`src/rtl/jtag_dpi_ctrl_if.sv`:
```
// Command/response handshake bundle between the host command source and jtag_dpi_ctrl.
interface jtag_dpi_ctrl_if;
  logic       cmd_valid_i;
  logic       cmd_ready_o;
  logic [7:0] cmd_data_i;
  logic       rsp_valid_o;
  logic       rsp_tdo_o;

  // Host side: issues commands, consumes TDO responses.
  modport master (
    output cmd_valid_i,
    output cmd_data_i,
    input  cmd_ready_o,
    input  rsp_valid_o,
    input  rsp_tdo_o
  );

  // Driver side: accepts commands, returns TDO responses.
  modport slave (
    input  cmd_valid_i,
    input  cmd_data_i,
    output cmd_ready_o,
    output rsp_valid_o,
    output rsp_tdo_o
  );
endinterface

```
`src/rtl/jtag_dpi_ctrl.sv`:
```
// Paced JTAG bit-bang driver: each accepted command sets TCK/TMS/TDI/TRSTn and holds
// them for max(TIMEOUT_COUNT,1) clocks, then optionally returns a TDO sample.
// Optional: define JTAG_DPI_TAP_MONITOR_EN to add tap_state_o and a 16-state TAP tracker.
module jtag_dpi_ctrl #(
  parameter logic [5:0] TIMEOUT_COUNT = 6'd10
) (
  input  logic                 clk_i,
  input  logic                 enable_i,
  jtag_dpi_ctrl_if.slave       bus,
  output logic                 tck_o,
  output logic                 tms_o,
  output logic                 tdi_o,
  output logic                 trst_o,
  input  logic                 tdo_i
`ifdef JTAG_DPI_TAP_MONITOR_EN
  ,
  output logic [3:0]           tap_state_o
`endif
);

  localparam int unsigned CNT_W    = 6;
  localparam int unsigned BIT_TCK  = 0;
  localparam int unsigned BIT_TMS  = 1;
  localparam int unsigned BIT_TDI  = 2;
  localparam int unsigned BIT_TRST = 3;
  localparam int unsigned BIT_READ = 4;
  // A zero timeout still holds for one cycle.
  localparam logic [CNT_W-1:0] LOAD_VAL =
    (TIMEOUT_COUNT == 6'd0) ? CNT_W'(0) : CNT_W'(TIMEOUT_COUNT - 6'd1);

  typedef enum logic {ST_IDLE, ST_HOLD} state_e;

  state_e           state_q, state_d;
  logic [CNT_W-1:0] cnt_q, cnt_d;
  logic             ready_q, ready_d;
  logic             read_q, read_d;
  logic             tck_q, tck_d;
  logic             tms_q, tms_d;
  logic             tdi_q, tdi_d;
  logic             trst_q, trst_d;
  logic             rsp_valid_q, rsp_valid_d;
  logic             rsp_tdo_q, rsp_tdo_d;
  logic             accept_c;
  logic             unused_reserved;

  assign unused_reserved = ^bus.cmd_data_i[7:5];

  // Next-state, pin and response logic.
  always_comb begin
    state_d     = state_q;
    cnt_d       = cnt_q;
    ready_d     = ready_q;
    read_d      = read_q;
    tck_d       = tck_q;
    tms_d       = tms_q;
    tdi_d       = tdi_q;
    trst_d      = trst_q;
    rsp_valid_d = 1'b0;
    rsp_tdo_d   = 1'b0;
    accept_c    = 1'b0;
    case (state_q)
      ST_IDLE: begin
        ready_d = 1'b1;
        if (bus.cmd_valid_i && ready_q) begin
          accept_c = 1'b1;
          tck_d    = bus.cmd_data_i[BIT_TCK];
          tms_d    = bus.cmd_data_i[BIT_TMS];
          tdi_d    = bus.cmd_data_i[BIT_TDI];
          trst_d   = ~bus.cmd_data_i[BIT_TRST];
          read_d   = bus.cmd_data_i[BIT_READ];
          cnt_d    = LOAD_VAL;
          ready_d  = 1'b0;
          state_d  = ST_HOLD;
        end
      end
      ST_HOLD: begin
        if (cnt_q == CNT_W'(0)) begin
          rsp_valid_d = read_q;
          rsp_tdo_d   = read_q & tdo_i;
          read_d      = 1'b0;
          ready_d     = 1'b1;
          state_d     = ST_IDLE;
        end else begin
          cnt_d = cnt_q - CNT_W'(1);
        end
      end
      default: state_d = ST_IDLE;
    endcase
  end

  // State and output registers; reset parks the TAP in reset with TMS high.
  always_ff @(posedge clk_i or negedge enable_i) begin
    if (!enable_i) begin
      state_q     <= ST_IDLE;
      cnt_q       <= '0;
      ready_q     <= 1'b0;
      read_q      <= 1'b0;
      tck_q       <= 1'b0;
      tms_q       <= 1'b1;
      tdi_q       <= 1'b0;
      trst_q      <= 1'b0;
      rsp_valid_q <= 1'b0;
      rsp_tdo_q   <= 1'b0;
    end else begin
      state_q     <= state_d;
      cnt_q       <= cnt_d;
      ready_q     <= ready_d;
      read_q      <= read_d;
      tck_q       <= tck_d;
      tms_q       <= tms_d;
      tdi_q       <= tdi_d;
      trst_q      <= trst_d;
      rsp_valid_q <= rsp_valid_d;
      rsp_tdo_q   <= rsp_tdo_d;
    end
  end

  assign bus.cmd_ready_o = ready_q;
  assign bus.rsp_valid_o = rsp_valid_q;
  assign bus.rsp_tdo_o   = rsp_tdo_q;
  assign tck_o           = tck_q;
  assign tms_o           = tms_q;
  assign tdi_o           = tdi_q;
  assign trst_o          = trst_q;

`ifdef JTAG_DPI_TAP_MONITOR_EN
  typedef enum logic [3:0] {
    TAP_TLR = 4'd0,  TAP_RTI = 4'd1,  TAP_SELDR = 4'd2,  TAP_CAPDR = 4'd3,
    TAP_SHDR = 4'd4, TAP_EX1DR = 4'd5, TAP_PADR = 4'd6,  TAP_EX2DR = 4'd7,
    TAP_UPDR = 4'd8, TAP_SELIR = 4'd9, TAP_CAPIR = 4'd10, TAP_SHIR = 4'd11,
    TAP_EX1IR = 4'd12, TAP_PAIR = 4'd13, TAP_EX2IR = 4'd14, TAP_UPIR = 4'd15
  } tap_e;

  tap_e tap_q, tap_d;

  function automatic tap_e tap_next(input tap_e s, input logic tms);
    tap_e n;
    case (s)
      TAP_TLR:   n = tms ? TAP_TLR   : TAP_RTI;
      TAP_RTI:   n = tms ? TAP_SELDR : TAP_RTI;
      TAP_SELDR: n = tms ? TAP_SELIR : TAP_CAPDR;
      TAP_CAPDR: n = tms ? TAP_EX1DR : TAP_SHDR;
      TAP_SHDR:  n = tms ? TAP_EX1DR : TAP_SHDR;
      TAP_EX1DR: n = tms ? TAP_UPDR  : TAP_PADR;
      TAP_PADR:  n = tms ? TAP_EX2DR : TAP_PADR;
      TAP_EX2DR: n = tms ? TAP_UPDR  : TAP_SHDR;
      TAP_UPDR:  n = tms ? TAP_SELDR : TAP_RTI;
      TAP_SELIR: n = tms ? TAP_TLR   : TAP_CAPIR;
      TAP_CAPIR: n = tms ? TAP_EX1IR : TAP_SHIR;
      TAP_SHIR:  n = tms ? TAP_EX1IR : TAP_SHIR;
      TAP_EX1IR: n = tms ? TAP_UPIR  : TAP_PAIR;
      TAP_PAIR:  n = tms ? TAP_EX2IR : TAP_PAIR;
      TAP_EX2IR: n = tms ? TAP_UPIR  : TAP_SHIR;
      default:   n = tms ? TAP_SELDR : TAP_RTI;
    endcase
    return n;
  endfunction

  // Advance on a commanded TCK rising edge; TRSTn low forces Test-Logic-Reset.
  always_comb begin
    tap_d = tap_q;
    if (!trst_d) begin
      tap_d = TAP_TLR;
    end else if (accept_c && !tck_q && tck_d) begin
      tap_d = tap_next(tap_q, tms_d);
    end
  end

  // Tracker register.
  always_ff @(posedge clk_i or negedge enable_i) begin
    if (!enable_i) tap_q <= TAP_TLR;
    else           tap_q <= tap_d;
  end

  assign tap_state_o = tap_q;
`endif

endmodule

```
`src/flat_wrapper.sv`:
```
// flat-port wrapper written by rule: the top's interface ports become plain ports
module jtag_dpi_ctrl_flat 
#(
  parameter logic [5:0] TIMEOUT_COUNT = 6'd10
)
  (clk_i, enable_i, tck_o, tms_o, tdi_o, trst_o, tdo_i, bus_cmd_valid_i, bus_cmd_data_i, bus_cmd_ready_o, bus_rsp_valid_o, bus_rsp_tdo_o);
  jtag_dpi_ctrl_if bus_i ();
  input  logic clk_i;
  input  logic enable_i;
  output logic tck_o;
  output logic tms_o;
  output logic tdi_o;
  output logic trst_o;
  input  logic tdo_i;
  input wire logic [$bits(bus_i.cmd_valid_i)-1:0] bus_cmd_valid_i;
  input wire logic [$bits(bus_i.cmd_data_i)-1:0] bus_cmd_data_i;
  output wire logic [$bits(bus_i.cmd_ready_o)-1:0] bus_cmd_ready_o;
  output wire logic [$bits(bus_i.rsp_valid_o)-1:0] bus_rsp_valid_o;
  output wire logic [$bits(bus_i.rsp_tdo_o)-1:0] bus_rsp_tdo_o;
  assign bus_i.cmd_valid_i = bus_cmd_valid_i;
  assign bus_i.cmd_data_i = bus_cmd_data_i;
  assign bus_cmd_ready_o = bus_i.cmd_ready_o;
  assign bus_rsp_valid_o = bus_i.rsp_valid_o;
  assign bus_rsp_tdo_o = bus_i.rsp_tdo_o;
  jtag_dpi_ctrl #(.TIMEOUT_COUNT(TIMEOUT_COUNT)) u_core (.clk_i(clk_i), .enable_i(enable_i), .bus(bus_i), .tck_o(tck_o), .tms_o(tms_o), .tdi_o(tdi_o), .trst_o(trst_o), .tdo_i(tdo_i));
endmodule
```
`config.mk`:
```
export PLATFORM = sky130hd
export DESIGN_NAME = jtag_dpi_ctrl_flat
export DESIGN_NICKNAME = d
export VERILOG_FILES = /design/src/rtl/jtag_dpi_ctrl_if.sv /design/src/rtl/jtag_dpi_ctrl.sv /design/src/flat_wrapper.sv
export SDC_FILE = /design/constraint.sdc
export NUM_CORES = 1
export LEC_CHECK = 0
export BUFFER_PORTS_ARGS = -buffer_cell sky130_fd_sc_hd__buf_2
export CORE_ASPECT_RATIO = 1.4
export CORE_MARGIN = 3
export CORE_UTILIZATION = 25
export CTS_CLUSTER_SIZE = 14
export DETAILED_ROUTE_END_ITERATION = 8
export GPL_TIMING_DRIVEN = 0
export PLACE_DENSITY = 0.41
export SLEW_MARGIN = 10
export SYNTH_ARGS = -nofsm -noshare
export SYNTH_HDL_FRONTEND = slang
export SYNTH_SLANG_ARGS = --single-unit
export TNS_END_PERCENT = 20
```
`constraint.sdc`:
```
create_clock -name clk_i -period 4.1 [get_ports clk_i]
set_clock_uncertainty 0.2 [all_clocks]
set_input_delay 0.615 -clock clk_i [delete_from_list [all_inputs] [get_ports clk_i]]
set_output_delay 0.615 -clock clk_i [all_outputs]
set_load 0.1 [all_outputs]
```
# Yosys cells after proc, flatten, opt, wreduce, memory -nomap -nowiden
# Cells that the tools add are included.
# classes
bitwise	3
addsub	1
muxes	16
reduce_logical	5
eq_ne	3
# op_table
cell	count
6-bit 2-to-1 mux	2
6-bit case mux with 2 select lines	1
1-bit 2-to-1 mux	10
6-bit zero test	1
1-bit case mux with 2 select lines	3
2-bit AND reduction	3
6-bit by 1-bit subtractor with 6-bit output, second input constant	1
2-bit != test, second input constant	2
2-bit by 1-bit != test with 1-bit output, second input constant	1
1-bit inverter	2
1-bit AND	1
1-bit logical AND	1
# word_totals
regBits	15
output_inout_bits	7
wordCells	38

# Logic depth before layout (Yosys ltp)
# depth
ltp_word	3
depth_mapped	5
mapped_depth_nobuf	5

# Worst setup path before layout
# OpenSTA, ideal clock, no wires.
# synth_path
path_type	reg-to-reg
startpoint	register u_core.ready_q, in the netlist u_core.bus.cmd_ready_o
endpoint	register u_core.tck_q, in the netlist u_core.tck_o
setup_slack_ns	2.040
arrival_time_ns	1.734
path_buffers	0
path_stages_with_launch	3
synth_period_minus_slack_ns	2.060
cell_sequence	dfrtp_1 > nand3b_1 > mux2_2
# synth_between
elab_chain_cells	2
# synth_rtl
item	line	text
start: declaration	jtag_dpi_ctrl.sv:35	logic ready_q, ready_d;
start signal: assignment	jtag_dpi_ctrl.sv:107	ready_q <= ready_d;
1-bit logical AND	jtag_dpi_ctrl.sv:64	if (bus.cmd_valid_i && ready_q) begin
2-bit AND reduction (no source line)	--	
end signal: assignment	jtag_dpi_ctrl.sv:109	tck_q <= tck_d;
end: declaration	jtag_dpi_ctrl.sv:37	logic tck_q, tck_d;
# No other way between the ends.
# A chain may end at the register's enable or synchronous reset.

# Worst setup path in the final report
# layout_path
startpoint	register u_core.tms_q, in the netlist u_core.tms_o
endpoint	output tms_o
# layout_rtl
item	line	text
start: declaration	jtag_dpi_ctrl.sv:38	logic tms_q, tms_d;
start signal: assignment	jtag_dpi_ctrl.sv:110	tms_q <= tms_d;
end: declaration	flat_wrapper.sv:11	output logic tms_o;
# No word-level cell between the ends.

==> summary.md <==
| Metric | Value |
|---|---|
| Worst-Margin Slew | 0.486 ns |
| Initial drt markers | 8 |
| IO Port Bufs | 15 |
| Cells after Synth | between 50 and 60 |
| Clock H-tree levels | 1 |
| Most frequent cell after synthesis | dfrtp_1 |
| Peak VDD IR | 109 uV |
| Fin worst setup slack | between 2 and 2.5 ns |
| RSZ-0062 raised after global routing | false |
| Antenna violations before repair | 0 |
| Largest family of logic cells by synthesized area | simple AND/OR/NAND/NOR gates |
| Clock buffer depth | 2 |
| Warnings, synthesis | 0 |
| Area contributors post-synth | dfrtp_1, mux2_2, dfstp_2 |
| Slew Limit Headroom | between 60% and 70% |
| Worst Path Buf+Inv | 1 |
| Crit Path Class | flop to output pin |
| HP Class | primary input to async pin |
| Post-synthesis sequential area ratio | a little over half |
| WL final | about 1.4 mm |
| Max Slew Vio Count | 0 |
| Post-cts resize count | 0 |
| Critical Path Start Type | flop |
| CP top delay family | flip-flops |
| Mux cell area share after synthesis | roughly 8% |
| DRC | 0 |
| First-pass GRT wire length | approximately 2.5 mm |
| CTS Buf Count | 3 |
| Slowest cell delay on critical path | approximately 0.53 ns |
| Synth Area in Compound Gates | about an eighth |
| Final Hold Viols | 0 |
| Final net count | 92 |
| Static Leak | 0.405 nW |
| Initial core utilization | between 20% and 30% |
| Clk_lat worst skew | about 0.28 ns |
| Die Wd | just over 50 um |
| Post-Synth XOR/XNOR Area | 0% |
| Worst R2R Start | u_core.cnt_q[0]$_DFFE_PN0P_ |
| 1st-pass router iterations | 4 |
| Ys flop type | dfrtp_1 |
| Adder-cell share of the synthesized area | roughly 3.6% |
| Layout cells sized above 1 | around 36% |
| Gr usage total | ~9.9% |
| Highest Clock Rate | 0.489 GHz |
| Synth async-reset ratio | 100% |
| Row count | 22 |
| Crit path max fanout | 2 |
| Critical Path, Cell by Cell | buf_2 |
| Number of synthesized register bits | 15 |
| Total core area | roughly 2600 um2 |
| Distinct cell type count after synthesis | 32 |
| Die area | 3450 um2 |
| Max Cap Violations | 0 |
| Area leader, netlist | dfrtp_1 |
| Simple-Gate Fraction of Synth Area | 18.9% |
| WL/cell | about 12 um |
| N_diodes | 0 |
| Postcts setup bufs | 0 |
| Vias in the first global route | around 550 |
| Sink Count | 15 |
| Post-place setup slack | 2.26 ns |
| Die Y | roughly 68 um |
| Post-synth EDFFs | 0 |
| Post-synth top cells | dfrtp_1, mux2_2, inv_1, nand2_1, o21ai_0 |
| Avg Vias per Cell | 4.50 |
| Clk slew on worst S/H paths | around 0.09 ns |
| Synth top area share | roughly half |
| Gp weighted congestion | approximately 0.72 |
| Setup violators final | 0 |
| CP Data Arrival Time | around 1.2 ns |
| Final Cycle Share | 49.9% |
| DRT antenna net count | 0 |
| Final Util | a little under a third |
| Post-layout min period | around 2.0 ns |
| Synthesized area | 694 um2 |
| Outcome | finished clean |
| DP HPWL | 1.08 mm |
| Cts hold-fix bufs | 0 |
| Pwr dens | ~280 nW/um2 |
| Setup TNS after final layout | 0 ns |
| Total power | 0.239 mW |
| CP max stage cell | dfstp_2 |
| Largest net degree at the start of global routing | 16 |
| CTS tree | done |
| Synth-to-layout area growth | 21.1% |
| Mean Syn Cell Area | about 12 um2 |
| Critical path capture point type | output pin |
| I/O Pins | 19 |
| Req. time, crit path | around 3.3 ns |
| Root Driver | clkbuf_4 |
| Critical path origin | u_core.tms_o$_DFFE_PN1P_ |
| Syn Nets | 72 |
| Vias after detailed routing | 508 |
| Gr ovfl total | 0 |
-- metrics by stage --
| stage | cells | instance area, um2 | hold WS (ns) |
|---|---|---|---|
| after CTS | 113 | 841 | 0.0312 |
| after detailed placement | 109 | 815 | 0.272 |
| after floorplan | 58 | 694 | 0.119 |
| final | 113 | 841 | 0.0239 |
| after global routing | 113 | 841 | 0.0460 |
| after global placement | 109 | 815 | 0.262 |
-- area by class of cell --
class	instances	area [um2]
fillers	294	1800
flip-flops and latches	15	377
multi-input cells	39	302
repair buffers	15	75.1
well taps	36	45.0
clock buffers	4	26.3
inverters	3	11.3
plain buffers	1	5.00
-- placed cells by master, fill, tap and decap left out, drive strengths merged, types with 2 or more instances in the layout --
| cell type | netlist | routed |
|---|---|---|
| nand2 | 3 | 3 |
| clkbuf | 1 | 5 |
| ha | 2 | 2 |
| o31ai | 2 | 2 |
| o21ai | 3 | 3 |
| mux2 | 4 | 4 |
| inv | 3 | 3 |
| buf | 0 | 15 |
| nand2b | 2 | 2 |
| dfrtp | 14 | 14 |
| nand3 | 2 | 2 |
| and3b | 2 | 2 |
-- registers in the layout, summed over array words and instances (netlist names) --
signal                  flops
u_core.cnt_q                6
u_core.bus.cmd_ready_o      1
u_core.bus.rsp_tdo_o        1
u_core.bus.rsp_valid_o      1
u_core.read_q               1
u_core.state_q              1
u_core.tck_o                1
u_core.tdi_o                1
u_core.tms_o                1
u_core.trst_o               1
-- where the power goes --
part	leakage [nW]	switching, mW	internal, mW	total [mW]
logic	0.205	0.00376	0.00270	0.00646
registers	0.186	0	0.148	0.148
clock network	0.0150	0.0465	0.0377	0.0843
total	0.405	0.0503	0.188	0.239
-- kinds of logic (layout without fill, tap and decap cells) --
logic type / Yosys count / in the layout
AO/OA/AOI/OAI: 13 / 13
adder cells (fa/ha/maj): 2 / 2
buffers and inverters: 4 / 23
flip-flops: 15 / 15
multiplexers: 5 / 5
AND/OR/NAND/NOR: 19 / 19
-- worst paths after layout --
kind                                                    end  slack, ns  depth (start not counted)
worst max-delay path                                  tms_o       2.06                          1
worst min-delay path            u_core.cnt_q[5]$_DFFE_PN0P_       0.02                          1
worst max register to register  u_core.cnt_q[4]$_DFFE_PN0P_       2.27                          5
worst min register to register    u_core.trst_o$_DFFE_PN0P_       0.29                          2
max in group asynchronous          u_core.tms_o$_DFFE_PN1P_       3.38                          1
min in group clk_i                u_core.trst_o$_DFFE_PN0P_       0.29                          2
-- metal layers --
metal	GRT usage [%]	vias to the layer above	wire length (um)	share of wire (%)
met1	10.4	236	609	43
met5	0	-	0	0
met2	17.5	11	711	50
li1	-	255	-	-
met4	7.07	0	42	3.0
met3	1.96	6	45	3.2
Note: power is estimated with default switching activity, not from simulation.
